## src/rtl/vote_key_collect.sv

```systemverilog
// rtl/vote_key_collect.sv - three-voter key collector with debounced keys and optional voting window
//
// Purpose:
//   Four raw keys (three voters plus a close/clear key) are each synchronized
//   and debounced. A debounced press of any voter opens a session. Further
//   voter presses are latched during the session. The session closes when all
//   three voters have pressed, when KEY_CLR is pressed, or when the optional
//   voting window expires. The result is then published. A KEY_CLR press in
//   RESULT returns the block to IDLE.
//
// Configuration macro:
//   VOTE_TIMEOUT_EN - when defined, a window counter closes COLLECT on its
//                     WINDOW_CYCLES-th cycle; when undefined there is no counter.
//
// Ports:
//   CLK_50M    in   single clock, all flops on posedge
//   RST_N      in   asynchronous active-low reset
//   KEY1..3    in   raw voter keys, 1 = pressed
//   KEY_CLR    in   raw close/clear key, 1 = pressed
//   VOTER      out  [2:0] latched voters {KEY3,KEY2,KEY1}
//   VOTE_CNT   out  [1:0] number of latched voters at close
//   VOTE_PASS  out  VOTE_CNT >= 2
//   VOTE_VALID out  one-cycle pulse in the first RESULT cycle
//   BUSY       out  1 while collecting
module vote_key_collect #(
    parameter int DEBOUNCE_CYCLES = 1000000,
    parameter int WINDOW_CYCLES   = 250000000
) (
    input  logic       CLK_50M,
    input  logic       RST_N,
    input  logic       KEY1,
    input  logic       KEY2,
    input  logic       KEY3,
    input  logic       KEY_CLR,
    output logic [2:0] VOTER,
    output logic [1:0] VOTE_CNT,
    output logic       VOTE_PASS,
    output logic       VOTE_VALID,
    output logic       BUSY
);

    typedef enum logic [1:0] {
        S_IDLE,
        S_COLLECT,
        S_RESULT
    } state_t;

    localparam logic [23:0] DB_LAST = 24'(DEBOUNCE_CYCLES - 1);

    state_t      state;
    logic [3:0]  key_raw;
    logic [3:0]  sync1;
    logic [3:0]  sync2;
    logic [3:0]  level;
    logic [3:0]  press;
    logic [23:0] db_cnt [4];

    logic [2:0]  voter_press;
    logic        clr_press;
    logic [2:0]  next_voter;
    logic [1:0]  vote_sum;
    logic        expire;
    logic        close_now;

    // Bit 3 is the clear key, bits 2..0 are the voters in VOTER order.
    assign key_raw = {KEY_CLR, KEY3, KEY2, KEY1};

    // Two-flop synchronizer followed by a per-key stability counter. The
    // counter only runs while the synchronized level differs from the
    // accepted level; any return to the accepted level restarts it. The
    // press pulse is registered together with the level change so it is
    // high exactly in the first cycle the new level 1 is visible.
    always_ff @(posedge CLK_50M or negedge RST_N) begin
        if (!RST_N) begin
            sync1 <= '0;
            sync2 <= '0;
            level <= '0;
            press <= '0;
            for (int i = 0; i < 4; i++) begin
                db_cnt[i] <= '0;
            end
        end else begin
            sync1 <= key_raw;
            sync2 <= sync1;
            for (int i = 0; i < 4; i++) begin
                press[i] <= 1'b0;
                if (sync2[i] != level[i]) begin
                    if (db_cnt[i] == DB_LAST) begin
                        level[i]  <= sync2[i];
                        db_cnt[i] <= '0;
                        press[i]  <= sync2[i];
                    end else begin
                        db_cnt[i] <= db_cnt[i] + 24'd1;
                    end
                end else begin
                    db_cnt[i] <= '0;
                end
            end
        end
    end

    assign voter_press = press[2:0];
    assign clr_press   = press[3];

    // Presses arriving in the closing cycle are folded into the result.
    assign next_voter = VOTER | voter_press;
    assign vote_sum   = {1'b0, next_voter[0]} + {1'b0, next_voter[1]}
                      + {1'b0, next_voter[2]};
    assign close_now  = (&next_voter) | clr_press | expire;

`ifdef VOTE_TIMEOUT_EN
    localparam logic [27:0] WIN_LAST = 28'(WINDOW_CYCLES - 1);

    logic [27:0] win_cnt;

    // Loaded on session open so the first COLLECT cycle sees WINDOW_CYCLES-1;
    // reaching zero marks the WINDOW_CYCLES-th COLLECT cycle.
    always_ff @(posedge CLK_50M or negedge RST_N) begin
        if (!RST_N) begin
            win_cnt <= '0;
        end else if (state == S_IDLE && (|voter_press)) begin
            win_cnt <= WIN_LAST;
        end else if (state == S_COLLECT && win_cnt != '0) begin
            win_cnt <= win_cnt - 28'd1;
        end
    end

    assign expire = (state == S_COLLECT) && (win_cnt == '0);
`else
    // Constant 0 for every legal WINDOW_CYCLES; the window never closes.
    assign expire = (WINDOW_CYCLES < 1);
`endif

    always_ff @(posedge CLK_50M or negedge RST_N) begin
        if (!RST_N) begin
            state      <= S_IDLE;
            VOTER      <= '0;
            VOTE_CNT   <= '0;
            VOTE_PASS  <= 1'b0;
            VOTE_VALID <= 1'b0;
            BUSY       <= 1'b0;
        end else begin
            VOTE_VALID <= 1'b0;
            case (state)
                S_IDLE: begin
                    if (|voter_press) begin
                        state <= S_COLLECT;
                        VOTER <= voter_press;
                        BUSY  <= 1'b1;
                    end
                end
                S_COLLECT: begin
                    VOTER <= next_voter;
                    if (close_now) begin
                        state      <= S_RESULT;
                        BUSY       <= 1'b0;
                        VOTE_VALID <= 1'b1;
                        VOTE_CNT   <= vote_sum;
                        VOTE_PASS  <= vote_sum[1];
                    end
                end
                S_RESULT: begin
                    if (clr_press) begin
                        state     <= S_IDLE;
                        VOTER     <= '0;
                        VOTE_CNT  <= '0;
                        VOTE_PASS <= 1'b0;
                    end
                end
                default: begin
                    state <= S_IDLE;
                    BUSY  <= 1'b0;
                end
            endcase
        end
    end

endmodule
```

## config.mk

```make
export PLATFORM = sky130hd
export DESIGN_NAME = vote_key_collect
export DESIGN_NICKNAME = d
export VERILOG_FILES = /design/src/rtl/vote_key_collect.sv
export SDC_FILE = /design/constraint.sdc
export NUM_CORES = 1
export LEC_CHECK = 0
export BUFFER_PORTS_ARGS = -buffer_cell sky130_fd_sc_hd__buf_2
export CAP_MARGIN = 25
export CELL_PAD_IN_SITES_DETAIL_PLACEMENT = 1
export CELL_PAD_IN_SITES_GLOBAL_PLACEMENT = 2
export CORE_MARGIN = 4
export CORE_UTILIZATION = 40
export CTS_CLUSTER_DIAMETER = 150
export CTS_CLUSTER_SIZE = 30
export DETAILED_ROUTE_END_ITERATION = 16
export PLACE_DENSITY = 0.83
export REMOVE_ABC_BUFFERS = 1
export SYNTH_ARGS = -nofsm -noshare
export SYNTH_HDL_FRONTEND = slang
export SYNTH_SLANG_ARGS = --single-unit
```

## constraint.sdc

```tcl
create_clock -name CLK_50M -period 4.06 [get_ports CLK_50M]
set_clock_uncertainty 0.15 [all_clocks]
set_input_delay 0.406 -clock CLK_50M [delete_from_list [all_inputs] [get_ports CLK_50M]]
set_output_delay 0.406 -clock CLK_50M [all_outputs]
set_load 0.03 [all_outputs]
```

Word-level counts from Yosys, hierarchy flattened
Index checks and enable logic that the tools add are counted.

word-level totals
  flip-flop bits (word level) = 122
  input port bits = 6
  logic and storage cells = 85

operators by class
  muxes and demuxes = 33
  add/sub/neg operators = 6
  bitwise operators = 3
  eq/ne operators = 13
  reduce and logical (&&, ||, !) cells = 13

operators by type and width
  kind                     number
  $mux W24                 8
  $add A24 B1 Y24 const B  4
  $eq A24 B20 Y1 const B   4
  $reduce_and A3 Y1        5
  $mux W1                  14
  $pmux W3 S3              1
  $mux W2                  4
  $reduce_and A2 Y1        4
  $mux W3                  2
  $ne A2 B2 Y1 const B     3
  $pmux W2 S3              1
  $ne A1 B1 Y1             4
  $pmux W2 S2              1
  $or A3 B3 Y3             1
  $pmux W1 S3              1
  $reduce_bool A3 Y1       1
  $reduce_or A3 Y1         1
  $add A1 B1 Y2            1
  $add A2 B1 Y2            1
  $eq A2 B1 Y1 const B     1
  $eq A2 B2 Y1 const B     1
  $logic_not A2 Y1         1
  $pmux W1 S2              1
  $reduce_bool A2 Y1       1
  2 further kinds          2

Logic depth before layout (Yosys ltp)
Gate-level depths: netlist of run 1.

  word-level depth = 5
  depth in mapped cells = 7

Worst setup path after synthesis of run 1
Ideal clock, no wire load.

  kind = register -> register
  start point = reg db_cnt[48] (netlist bit)
  end point = reg db_cnt[70] (netlist bit)
  setup time = 0.078 ns
  period minus slack after synthesis = 2.189 ns
  buffers on the path = 1
  arrival time = 1.961 ns
  path slack = 1.871 ns
  cell stages (with the launch flop) = 7
  cells stage by stage = dfrtp_1 ha_1 inv_1 or4_1 buf_2 or4_1 a21oi_1

on the way
  cells in the longest elaborated chain, start to end = 3
  elaborated cells on any way between the ends = 4
  those cells by class = add/sub: 1; eq/ne: 1; mux: 2

ends and longest elaborated chain
  item                                                      RTL line  text
  start, declared                                           56        logic [23:0] db_cnt [4];
  start signal, assigned by index                           93        db_cnt[i] <= db_cnt[i] + 24'd1;
  $add A24 B1 Y24 / $eq A24 B20 Y1 (equally long branches)  93, 88
  $mux W24 *                                                88        if (db_cnt[i] == DB_LAST) begin
  $mux W24 *                                                87        if (sync2[i] != level[i]) begin

Mark *: on every way between the ends. The rest lies on a longest branch, timed or not.
A chain may end at the register's enable or synchronous reset.

Worst setup path in the final report of run 1
  start point = reg db_cnt[48] (netlist bit)
  end point = reg db_cnt[66] (netlist bit)

The elaborated chain is that of the path after synthesis.

==> run metrics, run 1 <==
Post-synth EDFFs 0; max-slew violations 0; vias per std cell between 5 and 6; first-pass GRT wire length between 20,000 and 25,000 um; die width ~130 um; Cell Int Power about 2.1 mW; Layout area overhead 15.1%; WL per Instance 16.4 um; core area 14,600 sq um; CP required roughly 4300 ps; Max VDD drop between 0.3 and 0.4 mV; Max Cap Violations 0; final net count around 650; Num CTS Buffers 17; gpl congestion around 0.8; crit start category flop; Worst setup EP type flop; drt total wl around 14,000 um; initial antenna violation count 0; Site Rows 44; Clock transition at path regs 60 ps; CTS tree yes; PostCTS Resize Cnt 0; P_sw between 600 and 700 uW; fin crit share approximately 60%; CP max FO 12; layout cells sized above 1 9.77%; fillers 1,628; Seq pwr share a little under half; clk buf depth 2; R2R Setup Slk 1620 ps; ys flop type dfrtp_1; Worst Path Class, Setup flop to flop; Final ANT Viol Nets 0; post-synthesis async set-or-reset flop share between 90% and 100%; Warnings, synthesis 0; largest net degree at the start of global routing 77; Lkg Pwr approximately 2.8 nW; Mapped Cells slightly above 600; RSZ-0062 raised after global routing no; antenna cell count 0; P per Cell Area approximately 390 nW/um^2; Initial Util between 40% and 50%; DRC viols 0; placed insts ~800; worst-margin pin slew around 630 ps; Cell variety after synth 45; Mapped Avg Cell Area between 9 and 10 sq um; dpl hpwl 9110 um; # IOs 14; CTS sink cnt about 120; power share of the clock group between 50% and 60%; Initial DRC Count a little over 200; port buffer count 13; HP Class flop to flop; Hold Slack 198 ps; total global routing overflow 0; TritonRoute pass-1 iters 4; CP arrival 2630 ps; vias post-DR about 4,700; H-tree levels 4; cell area after synthesis roughly 6000 sq um; Combinational Power Share 3.0%; outcome finished clean; relative slew slack between 50% and 60%; Clock Latency Late Sink between 400 and 500 ps; Sw Share a little under a quarter; die area between 15,000 and 20,000 sq um; accumulated negative setup slack 0 ps; Seq/Total Area, Yosys approximately half; Setup-failing EPs final 0; Tmin final between 2000 and 2500 ps; die height around 130 um; vias in the first global route ~5,000; Final Hold Fails 0; CTS Root Cell clkbuf_16; final non-filler cell total slightly above 800; register bit total from synthesis roughly 120; Total GRT Usage 17.3%; fmax ~410 MHz
==> state kept, by name (all words and copies together) (netlist names) <==
register / flops
VOTE_VALID: 1
VOTE_CNT: 2
BUSY: 1
state: 2
sync1: 4
level: 4
db_cnt: 96
sync2: 4
press: 4
VOTER: 3
==> cells by family (layout without fill, tap and decap cells) <==
group,count (synthesis),in the layout,share of synthesized area (%)
DFF,121,121,50.4
AOI/OAI and AO/OA,110,110,11.0
adders and majority gates,9,9,2.00
and+or+nand+nor,279,279,25.7
muxes,8,8,1.44
buffers and inverters,39,71,2.69
xor gates and xnor gates,47,47,6.85
==> through the flow <==
step           area, sq um  util, %  total power [mW]  setup slack (ps)
2_1_floorplan         5910        -              1.28              1380
3_3_place_gp          6280     42.9              1.33              1740
3_5_place_dp          6280     42.9              1.33              1680
4_1_cts               6880     47.0              2.77              1620
5_1_grt               6920     47.2              2.84              1500
6_report              6920     47.2              2.73              1620
==> layout make-up <==
type	count	area, sq um	area share, %
flip-flops and latches	121	3030	43.8
multi-input cells	453	2850	41.2
clock buffers	19	453	6.55
well taps	184	230	3.33
repair buffers	24	195	2.82
clock inverters	12	103	1.48
inverters	16	60.1	0.868
==> critical path, stage by stage (launching register included) <==
cell and delay, ps:
dfrtp_1 420, ha_1 310, inv_1 70, or4_1 710, or4_1 540, a21oi_1 160
==> what timing repair did <==
action                                  CTS  global route
hold buffers                              4             1
buffers inserted                          0             0
endpoints found under the setup margin    0             0
hold endpoints to repair                  4            25
==> path summary, 6_finish.rpt <==
check                            from         end  cells past startpoint
min reg2reg                  sync1[0]    sync2[0]                      0
min                          sync1[0]    sync2[0]                      0
max reg2reg                db_cnt[48]  db_cnt[66]                      5
max                        db_cnt[48]  db_cnt[66]                      5
max in group asynchronous       RST_N    press[1]                      4
min in group asynchronous       RST_N  db_cnt[71]                      2
==> synthesized netlist by cell type (all sizes together) (2+ instances only) <==
cell type	number	share of area, %
and4	10	1.5
clkbuf	18	1.1
xor2	24	3.5
a31oi	2	0.21
nand2	37	2.3
mux2i	3	0.50
and3	6	0.62
o211ai	2	0.25
dfrtp	121	50
nor2b	4	0.42
nand2b	4	0.42
inv	16	1.0
xnor2	23	3.4
and2	2	0.21
o21ai	29	2.4
o41ai	2	0.54
nor3b	2	0.25
nor2	58	3.6
nor4	13	1.4
buf	5	0.56
nand3b	2	0.25
nor3	12	1.0
or2	3	0.31
a21oi	47	4.0
o31ai	23	2.9
nand4	25	2.7
nand3	41	3.4
ha	8	1.7
mux2	5	0.94
or4	30	3.9
nor4b	7	1.0
or3	22	2.3
==> layer usage <==
metal | part of all wire [%] | global-route usage, % | vias up
met2 | 48 | 27.7 | 37
li1 | - | - | 2302
met3 | 2.4 | 4.76 | 20
met4 | 1.3 | 5.32 | 0
met1 | 49 | 23.0 | 2357
met5 | 0 | 0 | -
==> cell usage in the layout, fill, tap and decap left out, types with 8 or more instances in the layout <==
cell	count
nand2_1	37
o31ai_1	22
nor3_1	12
nand3_1	41
xnor2_1	23
o21ai_0	28
nor4_1	13
nor2_1	58
clkbuf_16	17
buf_2	12
and4_1	10
nand4_1	24
ha_1	8
a21oi_1	46
dfrtp_1	121
or3_1	22
xor2_1	24
inv_1	16
or4_1	28
==> power groups by stage <==
stage | sequential [mW] | clock [mW] | combinational [mW]
after floorplan | 1.25 | 0 | 0.0308
after global placement | 1.25 | 0 | 0.0747
after detailed placement | 1.26 | 0 | 0.0767
after CTS | 1.23 | 1.45 | 0.0803
after global routing | 1.24 | 1.51 | 0.0940
final | 1.24 | 1.41 | 0.0811
(Power assumes the default switching activity.)
==> inputs of run 2 (changes only) <==
ABC_AREA = 1   (was unset)
CORE_UTILIZATION = 34   (was 40)
PLACE_DENSITY = 0.81   (was 0.83)
clock period = 2.2 ns   (was 4.06 ns; I/O delays follow)
==> run metrics, run 2 <==
final net count 974 (+50%); P per Cell Area 672 nW/um^2 (+70%); top-count cell post-synth nand2_1; Clock transition at path regs 60 ps (about the same); worst-margin pin slew 499 ps (-131 ps); vias post-DR 5,771 (+22%); Seq/Total Area, Yosys 43.4% (-7.0 points); Site Rows 52 (+18%); post-synthesis async set-or-reset flop share 100% (unchanged); die width 151 um (+16%); gpl congestion 0.791 (-4.1%); fmax 555 MHz (+35%); Place WS 404 ps (-1270 ps); Initial DRC Count 181 (-11%); max-slew violations 0 (unchanged); Tmin final 1800 ps (-636 ps); Hold Slack 165 ps (-33.4 ps); crit start category flop; Setup-failing EPs final 0 (unchanged); initial antenna violation count 0 (unchanged); outcome finished clean; relative slew slack 66.8% (+9.3 points); H-tree levels 4 (unchanged); TritonRoute pass-1 iters 4 (unchanged); final non-filler cell total 1,242 (+50%); RSZ-0062 raised after global routing no; leading area contributor after synthesis dfrtp_1; core area 20,200 sq um (+38%); Worst Path Class, Setup flop to flop; Layout area overhead 16.4%; Area after DPL 7440 sq um (+18%); Max Cap Violations 0 (unchanged); DRC viols 0 (unchanged); Setup WS post-layout 399 ps (-1220 ps); leading cell type in the layout, fill and taps excluded nand2_1; Num CTS Buffers 17 (unchanged); drt total wl 17,400 um (+28%); number of flip-flops in the largest register 96 (unchanged); Clock Latency Late Sink 420 ps (about the same); Total GRT Usage 16.8% (-0.51 points); top cell type's share of synthesized area 43.4% (-7.0 points); Final Hold Fails 0 (unchanged); Lkg Pwr 3.44 nW (+24%); vias in the first global route 6,080 (+23%); placed insts 1,205 (+52%); Worst setup startpoint db_cnt[72]; total global routing overflow 0 (unchanged); Initial Util 34.5% (-6.6 points); vias per std cell 4.65 (-18%); layout cells sized above 1 14.6% (+4.8 points); port buffer count 13 (unchanged); Mapped Avg Cell Area 7.58 sq um (-23%); Mapped Cells 920 (+50%); Max VDD drop 0.432 mV (+43%); Cell variety after synth 34 (-24%); # IOs 14 (unchanged); antenna cell count 0 (unchanged); first-pass GRT wire length 30,400 um (+28%); clk buf depth 2 (unchanged); fin crit share 81.9% (+22 points); CTS Root Cell clkbuf_16; Warnings, synthesis 0 (unchanged); die area 22,900 sq um (+34%); HP Class input pin to asynchronous set/reset pin; ys flop type dfrtp_1; die height 151 um (+16%); Worst setup EP type flop; PostCTS Resize Cnt 0 (unchanged); synth cell count leaders nand2_1, nor2_1, dfrtp_1; Post-synth EDFFs 0 (unchanged); WL per Instance 14.0 um (-14%); leading cell types by total area after synthesis dfrtp_1, nand2_1, nor2_1; dpl hpwl 13,200 um (+45%); cell area after synthesis 6980 sq um (+16%); most frequent cells in the layout nand2_1, nor2_1, dfrtp_1, inv_1, nand3_1; CTS tree yes; largest net degree at the start of global routing 48 (-38%); CP required 2340 ps (-1910 ps); accumulated negative setup slack 0 ps (unchanged); Biggest register db_cnt; post-route cell area 8120 sq um (+17%); CP max FO 11 (-1); Final ANT Viol Nets 0 (unchanged); CTS sink cnt 121 (unchanged); CP arrival 1940 ps (-690 ps); launching point of the worst reg2reg path db_cnt[72]; register bit total from synthesis 121 (unchanged)
## run 2: cell types whose count changed after synthesis, moves of 17 or more
cell     change
a21oi_1     -41
inv_1       +60
o21ai_0     -21
or3_1       -22
nand2_2     +19
o31ai_1     -23
nor2_2      +17
nand3_1     +30
nor2_1     +153
or4_1       -28
nand2_1    +192
## run 2: final cells by class
class	count	area [sq um]
Tap cell	270	338
Multi-Input combinational cell	701	3560
Fill cell	2504	12100
Clock buffer	20	457
Timing Repair Buffer	29	229
Clock inverter	12	173
Inverter	89	334
Sequential cell	121	3030
## run 2: kinds of logic after synthesis
logic type,synth area share [%]
compound gates,1.94
flops,43.4
fa+ha+maj,1.72
simple gates,40.2
buf+inv,5.56
xor+xnor,7.21
## run 2: timing repair
action | 4_1_cts | 5_1_grt
setup buffers | 0 | 0
endpoints found under the hold margin | 74 | 0
hold buffers | 5 | 0
## run 2: final timing paths
| check | to | slack (ps) | depth (start not counted) |
|---|---|---|---|
| worst max-delay path | db_cnt[77] | 400 | 6 |
| worst min-delay path | db_cnt[18] | 160 | 2 |
| worst max register to register | db_cnt[77] | 400 | 6 |
| worst min register to register | sync2[2] | 200 | 0 |
| max in group asynchronous | db_cnt[86] | 1100 | 3 |
| min in group CLK_50M | sync2[2] | 200 | 0 |
## run 2: power breakdown
group / internal, mW / switching [mW]
Clock: 1.95 / 1.07
Sequential: 2.25 / 0.0250
Combinational: 0.0481 / 0.110
## run 2: worst max-delay path, stage by stage (launching register included)
cell and delay, ps:
dfrtp_1 440, ha_1 330, nand3_2 180, nor2_1 140, nand3_1 80, buf_4 190
nor3b_2 160
## run 2: routing by layer
| layer | global-route usage (%) | wire length [um] | vias up |
|---|---|---|---|
| met5 | 0 | 0 | - |
| met4 | 3.94 | 132 | 0 |
| met3 | 3.89 | 395 | 11 |
| met2 | 27.6 | 8190 | 41 |
| met1 | 22.5 | 8700 | 2775 |
| li1 | - | - | 2944 |
## run 2: through the flow
| stage | power (mW) | utilization, % |
|---|---|---|
| final | 5.45 | 40.1 |
| after global routing | 5.65 | 40.1 |
| after CTS | 5.54 | 40.1 |
| after detailed placement | 2.48 | 36.8 |
| after global placement | 2.47 | 36.8 |
| after floorplan | 2.38 | - |
